### src/rtl/regfile_wb_arbiter_pkg.sv
// Shared core definitions for the writeback arbiter: widths and source encoding.
package regfile_wb_arbiter_pkg;

    localparam int INT32W       = 32;
    localparam int REGFILE_SIZE = 5;

    typedef enum logic {
        SRC_A = 1'b0,
        SRC_B = 1'b1
    } src_e;

    function automatic src_e other_src(input src_e s);
        return (s == SRC_A) ? SRC_B : SRC_A;
    endfunction

endpackage

### src/rtl/regfile_wb_arbiter_if.sv
// Writeback bus: ALU/LSU handshakes, issue marks, register-file write port and forwarding.
interface regfile_wb_arbiter_if #(
    parameter int INT32W       = regfile_wb_arbiter_pkg::INT32W,
    parameter int REGFILE_SIZE = regfile_wb_arbiter_pkg::REGFILE_SIZE
);
    logic                        a_valid;
    logic                        a_ready;
    logic [REGFILE_SIZE-1:0]     a_rd;
    logic [INT32W-1:0]           a_data;
    logic                        b_valid;
    logic                        b_ready;
    logic [REGFILE_SIZE-1:0]     b_rd;
    logic [INT32W-1:0]           b_data;
    logic [REGFILE_SIZE-1:0]     rd;
    logic [INT32W-1:0]           dataRd;
    logic                        iss_valid;
    logic [REGFILE_SIZE-1:0]     iss_rd;
    logic [(1<<REGFILE_SIZE)-1:0] pend_mask;
    logic                        byp_valid;
    logic [REGFILE_SIZE-1:0]     byp_rd;
    logic [INT32W-1:0]           byp_data;

    modport master (
        output a_valid, a_rd, a_data, b_valid, b_rd, b_data, iss_valid, iss_rd,
        input  a_ready, b_ready, rd, dataRd, pend_mask, byp_valid, byp_rd, byp_data
    );

    modport slave (
        input  a_valid, a_rd, a_data, b_valid, b_rd, b_data, iss_valid, iss_rd,
        output a_ready, b_ready, rd, dataRd, pend_mask, byp_valid, byp_rd, byp_data
    );

endinterface

### src/rtl/regfile_wb_arbiter_rr.sv
// Two-input round-robin arbiter; the pointer hands priority to the loser after every grant.
module wb_rr_arbiter2
    import regfile_wb_arbiter_pkg::*;
(
    input  logic clk,
    input  logic reset,
    input  logic i_a_valid,
    input  logic i_b_valid,
    output logic o_a_grant,
    output logic o_b_grant
);

    src_e r_ptr;
    src_e w_ptr_nxt;
    logic w_a_grant;
    logic w_b_grant;

    always_ff @(posedge clk or negedge reset) begin
        if (!reset) begin
            r_ptr <= SRC_A;
        end else begin
            r_ptr <= w_ptr_nxt;
        end
    end

    // Grants are forced low while reset is held so no handshake completes.
    always_comb begin
        w_a_grant = 1'b0;
        w_b_grant = 1'b0;
        w_ptr_nxt = r_ptr;
        if (reset) begin
            if (i_a_valid && (!i_b_valid || r_ptr == SRC_A)) begin
                w_a_grant = 1'b1;
            end else if (i_b_valid) begin
                w_b_grant = 1'b1;
            end
            if (w_a_grant) begin
                w_ptr_nxt = other_src(SRC_A);
            end else if (w_b_grant) begin
                w_ptr_nxt = other_src(SRC_B);
            end
        end
    end

    assign o_a_grant = w_a_grant;
    assign o_b_grant = w_b_grant;

endmodule

### src/rtl/regfile_wb_arbiter.sv
// Merges ALU and LSU writebacks onto one register-file write port and tracks pending destinations.
module regfile_wb_arbiter
    import regfile_wb_arbiter_pkg::*;
#(
    parameter int INT32W       = regfile_wb_arbiter_pkg::INT32W,
    parameter int REGFILE_SIZE = regfile_wb_arbiter_pkg::REGFILE_SIZE
) (
    input  logic                 clk,
    input  logic                 reset,
    regfile_wb_arbiter_if.slave  bus
);

    localparam int NREG = 1 << REGFILE_SIZE;

    logic                    w_a_grant;
    logic                    w_b_grant;
    logic [REGFILE_SIZE-1:0] r_rd;
    logic [INT32W-1:0]       r_data;
    logic [NREG-1:0]         r_pend;
    logic [NREG-1:0]         w_pend_nxt;

    wb_rr_arbiter2 u_arb (
        .clk       (clk),
        .reset     (reset),
        .i_a_valid (bus.a_valid),
        .i_b_valid (bus.b_valid),
        .o_a_grant (w_a_grant),
        .o_b_grant (w_b_grant)
    );

    // No grant loads the idle encoding, since the register file has no write enable.
    always_ff @(posedge clk or negedge reset) begin
        if (!reset) begin
            r_rd   <= '0;
            r_data <= '0;
        end else if (w_a_grant) begin
            r_rd   <= bus.a_rd;
            r_data <= bus.a_data;
        end else if (w_b_grant) begin
            r_rd   <= bus.b_rd;
            r_data <= bus.b_data;
        end else begin
            r_rd   <= '0;
            r_data <= '0;
        end
    end

    // Set is applied after clear so a re-issue on the commit edge keeps the bit.
    always_comb begin
        w_pend_nxt = r_pend;
        if (r_rd != '0) begin
            w_pend_nxt[r_rd] = 1'b0;
        end
        if (bus.iss_valid && bus.iss_rd != '0) begin
            w_pend_nxt[bus.iss_rd] = 1'b1;
        end
        w_pend_nxt[0] = 1'b0;
    end

    always_ff @(posedge clk or negedge reset) begin
        if (!reset) begin
            r_pend <= '0;
        end else begin
            r_pend <= w_pend_nxt;
        end
    end

    assign bus.a_ready   = w_a_grant;
    assign bus.b_ready   = w_b_grant;
    assign bus.rd        = r_rd;
    assign bus.dataRd    = r_data;
    assign bus.pend_mask = r_pend;
    assign bus.byp_valid = (r_rd != '0);
    assign bus.byp_rd    = r_rd;
    assign bus.byp_data  = r_data;

endmodule
### src/flat_wrapper.sv
// flat-port wrapper written by rule: the top's interface ports become plain ports
module regfile_wb_arbiter_flat import regfile_wb_arbiter_pkg::*;
#(
    parameter int INT32W       = regfile_wb_arbiter_pkg::INT32W,
    parameter int REGFILE_SIZE = regfile_wb_arbiter_pkg::REGFILE_SIZE
)
  (clk, reset, bus_a_valid, bus_a_rd, bus_a_data, bus_b_valid, bus_b_rd, bus_b_data, bus_iss_valid, bus_iss_rd, bus_a_ready, bus_b_ready, bus_rd, bus_dataRd, bus_pend_mask, bus_byp_valid, bus_byp_rd, bus_byp_data);
  regfile_wb_arbiter_if #(.INT32W(INT32W), .REGFILE_SIZE(REGFILE_SIZE)) bus_i ();
  input  logic clk;
  input  logic reset;
  input wire logic [$bits(bus_i.a_valid)-1:0] bus_a_valid;
  input wire logic [$bits(bus_i.a_rd)-1:0] bus_a_rd;
  input wire logic [$bits(bus_i.a_data)-1:0] bus_a_data;
  input wire logic [$bits(bus_i.b_valid)-1:0] bus_b_valid;
  input wire logic [$bits(bus_i.b_rd)-1:0] bus_b_rd;
  input wire logic [$bits(bus_i.b_data)-1:0] bus_b_data;
  input wire logic [$bits(bus_i.iss_valid)-1:0] bus_iss_valid;
  input wire logic [$bits(bus_i.iss_rd)-1:0] bus_iss_rd;
  output wire logic [$bits(bus_i.a_ready)-1:0] bus_a_ready;
  output wire logic [$bits(bus_i.b_ready)-1:0] bus_b_ready;
  output wire logic [$bits(bus_i.rd)-1:0] bus_rd;
  output wire logic [$bits(bus_i.dataRd)-1:0] bus_dataRd;
  output wire logic [$bits(bus_i.pend_mask)-1:0] bus_pend_mask;
  output wire logic [$bits(bus_i.byp_valid)-1:0] bus_byp_valid;
  output wire logic [$bits(bus_i.byp_rd)-1:0] bus_byp_rd;
  output wire logic [$bits(bus_i.byp_data)-1:0] bus_byp_data;
  assign bus_i.a_valid = bus_a_valid;
  assign bus_i.a_rd = bus_a_rd;
  assign bus_i.a_data = bus_a_data;
  assign bus_i.b_valid = bus_b_valid;
  assign bus_i.b_rd = bus_b_rd;
  assign bus_i.b_data = bus_b_data;
  assign bus_i.iss_valid = bus_iss_valid;
  assign bus_i.iss_rd = bus_iss_rd;
  assign bus_a_ready = bus_i.a_ready;
  assign bus_b_ready = bus_i.b_ready;
  assign bus_rd = bus_i.rd;
  assign bus_dataRd = bus_i.dataRd;
  assign bus_pend_mask = bus_i.pend_mask;
  assign bus_byp_valid = bus_i.byp_valid;
  assign bus_byp_rd = bus_i.byp_rd;
  assign bus_byp_data = bus_i.byp_data;
  regfile_wb_arbiter #(.INT32W(INT32W), .REGFILE_SIZE(REGFILE_SIZE)) u_core (.clk(clk), .reset(reset), .bus(bus_i));
endmodule
### config.mk
export PLATFORM = sky130hd
export DESIGN_NAME = regfile_wb_arbiter_flat
export DESIGN_NICKNAME = d
export VERILOG_FILES = /design/src/rtl/regfile_wb_arbiter_pkg.sv /design/src/rtl/regfile_wb_arbiter_if.sv /design/src/rtl/regfile_wb_arbiter_rr.sv /design/src/rtl/regfile_wb_arbiter.sv /design/src/flat_wrapper.sv
export SDC_FILE = /design/constraint.sdc
export NUM_CORES = 1
export LEC_CHECK = 0
export CAP_MARGIN = 20
export CORE_MARGIN = 3
export CORE_UTILIZATION = 35
export CTS_CLUSTER_SIZE = 40
export DETAILED_ROUTE_END_ITERATION = 10
export DONT_BUFFER_PORTS = 1
export GPL_TIMING_DRIVEN = 0
export MAX_ROUTING_LAYER = met4
export PLACE_DENSITY_LB_ADDON = 0.25
export SETUP_SLACK_MARGIN = 0.02
export SYNTH_ARGS = -nofsm -noshare
export SYNTH_HDL_FRONTEND = slang
export SYNTH_SLANG_ARGS = --single-unit
### constraint.sdc
create_clock -name clk -period 2.14 [get_ports clk]
set_input_delay 0.214 -clock clk [delete_from_list [all_inputs] [get_ports clk]]
set_output_delay 0.214 -clock clk [all_outputs]
set_load 0.01 [all_outputs]
======== Yosys cells after proc, flatten, opt, wreduce, memory -nomap -nowiden ========
Index checks and enable logic that the tools add are counted.
operators by class
  magnitude comparators ................... 4
  multiplexer cells ....................... 19
  bitwise operators ....................... 4
  reduce and logical (&&, ||, !) cells .... 10
operators by type and width
  cell                count
  $mux 32             4
  $and 32x32->32      1
  $not 32->32         1
  $or 32x32->32       1
  $lt 5x6->1 const B  2
  $mux 1              11
  $demux 1 s5         2
  $ge 5x1->1 const B  2
  $mux 5              2
  $reduce_bool 5->1   2
  $logic_and 1x1->1   4
  $reduce_and 2->1    1
  $reduce_bool 2->1   1
  $logic_not 1->1     1
  $logic_or 1x1->1    1
  $not 1->1           1
word-level totals
  register bits after elaboration ......... 69
  bits of input ports ..................... 84

======== Logic depth before layout (Yosys ltp) ========
  depth after elaboration ................. 9
  mapped depth ............................ 5
  mapped depth without buffers ............ 3

======== Modules after synthesis ========
From an unflattened synthesis, not the netlist that was laid out.
unflattened totals
  cell total of the unflattened synthesis .. 252
  area total of the unflattened synthesis .. 2921.6 µm²
by module, submodules not included
  module              times used  cells each  area an instance (µm²)  sequential area each (µm²)
  regfile_wb_arbiter  1           244         2860.2                  1701.6
  wb_rr_arbiter2      1           8           61.3                    25.0

======== Worst setup path before layout ========
OpenSTA, ideal clock, no wires.
  path kind ............................... reg-to-output
  start point ............................. reg u_core.r_rd[2] (netlist: u_core.bus.byp_rd[2])
  end point ............................... out bus_byp_valid
  arrival time ............................ 1.128 ns
  data required time ...................... 1.926 ns
  slack ................................... 0.798 ns
  cell stages (with the launch flop) ...... 3
  path through ............................ dfrtp_1 > or3_1 > or2_1
between the ends
  word-level cells in the longest chain between the ends .. 1
RTL lines
  what                      RTL line                  RTL
  start: declaration        regfile_wb_arbiter.sv:17  logic [REGFILE_SIZE-1:0] r_rd;
  start signal: assignment  regfile_wb_arbiter.sv:37  r_rd <= bus.a_rd;
  start signal: assignment  regfile_wb_arbiter.sv:40  r_rd <= bus.b_rd;
  $reduce_bool 5->1         regfile_wb_arbiter.sv:73  assign bus.byp_valid = (r_rd != '0);
  end: declaration          flat_wrapper.sv:24        output wire logic [$bits(bus_i.byp_valid)-1:0] bus_byp_valid;
No other way between the ends.

======== Final worst setup path ========
  start point ............................. reg u_core.r_rd[3] (netlist: u_core.bus.byp_rd[3])
  end point ............................... out bus_byp_valid
The elaborated chain is that of the path after synthesis.

==> impl_metrics.json <==
{
  "hold_class": "in2reg",
  "drc": 0,
  "combPwrFrac_pct": 14.9,
  "ys_types": 19,
  "cp_max_fo": 10,
  "clk_pin_slew_ns": 0.07,
  "synth_area_mm2": 0.00293,
  "synth_seq_cells": 69,
  "htreeDepth": 3,
  "arrival_ns": 1.66,
  "slew_headroom_pct": 65.0,
  "synthTopCellsByArea": "dfrtp_1 59%, buf_4 11%, a22o_1 11%",
  "ioPinCount": 193,
  "p_per_area_mw_per_mm2": 929,
  "power.leakage_nw": 1.69,
  "yosysWarnings": 0,
  "fp.coreArea_mm2": 0.00793,
  "clkSinkCount": 69,
  "fp.dieArea_mm2": 0.00950,
  "syn-num-nets": 334,
  "grt_pass1_vias": 2366,
  "stdcell_count": 418,
  "final_core_util_pct": 48.0,
  "seqPwrFrac_pct": 49.3,
  "cts_root_buf": "clkbuf_8",
  "grt_pass1_wl_mm": 13.1,
  "p_sw_w": 0.000990,
  "drtIter0Drc": 69,
  "num_rows": 32,
  "fill_cells": 711,
  "fin_crit_ns": 1.87,
  "drive_gt1_share_pct": 21.6,
  "final.setup.tns_ns": 0,
  "path_class": "reg2out",
  "wirelength_mm": 8.81,
  "setup_viol_count_final": 0,
  "gp_congestion": 0.770,
  "numCtsBuffers": 9,
  "p_int_w": 0.00254,
  "start_util_pct": 36.9,
  "rsz0062_at_grt": "no",
  "die_x_um": 97.5,
  "fin_skew_ns": 0.00860,
  "ant_nets": 0,
  "vias": 2282,
  "run_status": "complete, no violations",
  "required_ns": 1.93,
  "holdBufCountCts": 40,
  "synth_cells": 250,
  "switching_share_pct": 28.0,
  "clock_power_share_pct": 35.8,
  "avgRoutedWirePerCell_um": 21.1,
  "clk_latency_ns": 0.34,
  "slew_viol_final": 0,
  "vias_per_cell": 5.46,
  "min_period_over_period_pct": 87.5,
  "critPathCaptureType": "output pin",
  "cts_resized": 0,
  "dieHeight_um": 97.5,
  "power.total_w": 0.00353,
  "area.growth.synth_to_final_pct": 29.9,
  "hold_viol_final": 0,
  "drt_first_pass_iters": 7,
  "synth_top_area_cell": "dfrtp_1",
  "peakVddDrop_v": 0.000394,
  "grt_overflow": 0,
  "maxCapViolCount": 0,
  "grt_max_degree": 70,
  "num-nets-final": 394,
  "io_buffer_count": 0,
  "syn_avg_cell_area_um2": 11.7,
  "antenna_found_initial": 0,
  "cts_setup_buffers": 0,
  "synth_top_area_share_pct": 58.9,
  "fmax_mhz": 534,
  "cts_tree": "yes",
  "grt.total_usage_pct": 18.5,
  "tightest_slew_ns": 0.525,
  "dpl.cell_count": 352,
  "dp_hpwl_mm": 5.88,
  "yosysSeqAreaShare_pct": 58.9,
  "cts_buffer_depth": 2,
  "start_kind": "flop"
}
==> cells in the final DEF, fill, tap and decap left out, types with 3 or more instances in the layout <==
cell | netlist | routed
nand3b_1 | 8 | 8
buf_4 | 44 | 44
clkbuf_8 | 0 | 9
a22o_1 | 37 | 37
nand3_1 | 3 | 3
o21ai_1 | 30 | 30
dlygate4sd3_1 | 0 | 48
nand2_1 | 6 | 6
bufinv_16 | 0 | 3
or3b_4 | 3 | 3
o21ai_0 | 33 | 33
dfrtp_1 | 69 | 69
==> final timing paths <==
check	from	endpoint	slack (ns)	cells past startpoint
max in group asynchronous	reset	u_core.bus.pend_mask[19]$_DFF_PN0_	1.42	2
min in group asynchronous	reset	u_core.bus.pend_mask[26]$_DFF_PN0_	0.41	2
worst min register to register	u_core.u_arb.r_ptr$_DFFE_PN0P_	u_core.u_arb.r_ptr$_DFFE_PN0P_	0.56	1
worst max register to register	u_core.u_arb.r_ptr$_DFFE_PN0P_	u_core.bus.byp_data[19]$_DFF_PN0_	0.38	5
worst max-delay path	u_core.bus.byp_rd[3]$_DFF_PN0_	bus_byp_valid	0.27	2
worst min-delay path	bus_a_data[3]	u_core.bus.byp_data[3]$_DFF_PN0_	0.02	1
==> cells in the mapped netlist <==
| master | instances |
|---|---|
| a21oi_2 | 2 |
| a22o_1 | 37 |
| buf_2 | 2 |
| buf_4 | 44 |
| clkbuf_1 | 1 |
| conb_1 | 1 |
| dfrtp_1 | 69 |
| inv_2 | 1 |
| nand2_1 | 6 |
| nand2b_1 | 2 |
| nand3_1 | 3 |
| nand3b_1 | 8 |
| nor2_1 | 2 |
| o21ai_0 | 33 |
| o21ai_1 | 30 |
| or2_1 | 2 |
| or3_1 | 2 |
| or3b_1 | 2 |
| or3b_4 | 3 |
==> per-layer routing <==
layer / vias to the layer above / track usage, % / wire (um)
met1: 1137 / 20.3 / 3320
met2: 139 / 30.8 / 4540
met3: 13 / 6.96 / 835
li1: 993 / - / -
met5: - / - / 0
met4: 0 / 6.71 / 117
==> power groups by stage <==
stage | clock network, W | logic [W] | registers, W
final | 0.00126 | 0.000527 | 0.00174
after detailed placement | 0 | 0.000408 | 0.00178
after CTS | 0.00130 | 0.000507 | 0.00175
after floorplan | 0 | 0.000344 | 0.00171
after global placement | 0 | 0.000399 | 0.00177
after global routing | 0.00136 | 0.000581 | 0.00177
==> cells by family (layout without fill, tap and decap cells) <==
family,count (synthesis),in the layout,synth area share (%)
flops,69,69,58.9
other cells,1,2,0.128
simple gates,30,30,6.62
compound gates,102,102,22.4
buf+inv,48,113,11.9
==> through the flow <==
stage | instance area (um^2) | hold slack, ns | setup WS (ns)
floorplan | 2930 | -0.0816 | 0.798
global placement | 3060 | -0.0786 | 0.636
detailed placement | 3060 | -0.0793 | 0.631
CTS | 3710 | 0.000166 | 0.247
global route | 3800 | 0.00122 | 0.177
finish | 3810 | 0.0172 | 0.267
==> area by class of cell <==
class	count	area, um^2	share of cell area [%]
Antenna cell	1	2.50	0.0657
Timing Repair Buffer	49	508	13.3
Sequential cell	69	1730	45.4
Tap cell	102	128	3.35
Buffer	47	344	9.04
Clock inverter	6	111	2.93
Clock buffer	10	128	3.35
Multi-Input combinational cell	133	855	22.5
Inverter	1	3.75	0.0986
==> critical path, cell delays in order, from the launching register on <==
cell,delay [ns]
dfrtp_1,0.57
or3_1,0.47
or2_1,0.27
==> registers in the layout (all words and copies together) (netlist names) <==
register	cells
u_core.bus.byp_rd	5
u_core.bus.pend_mask	31
u_core.u_arb.r_ptr	1
u_core.bus.byp_data	32
(Power assumes the default switching activity.)
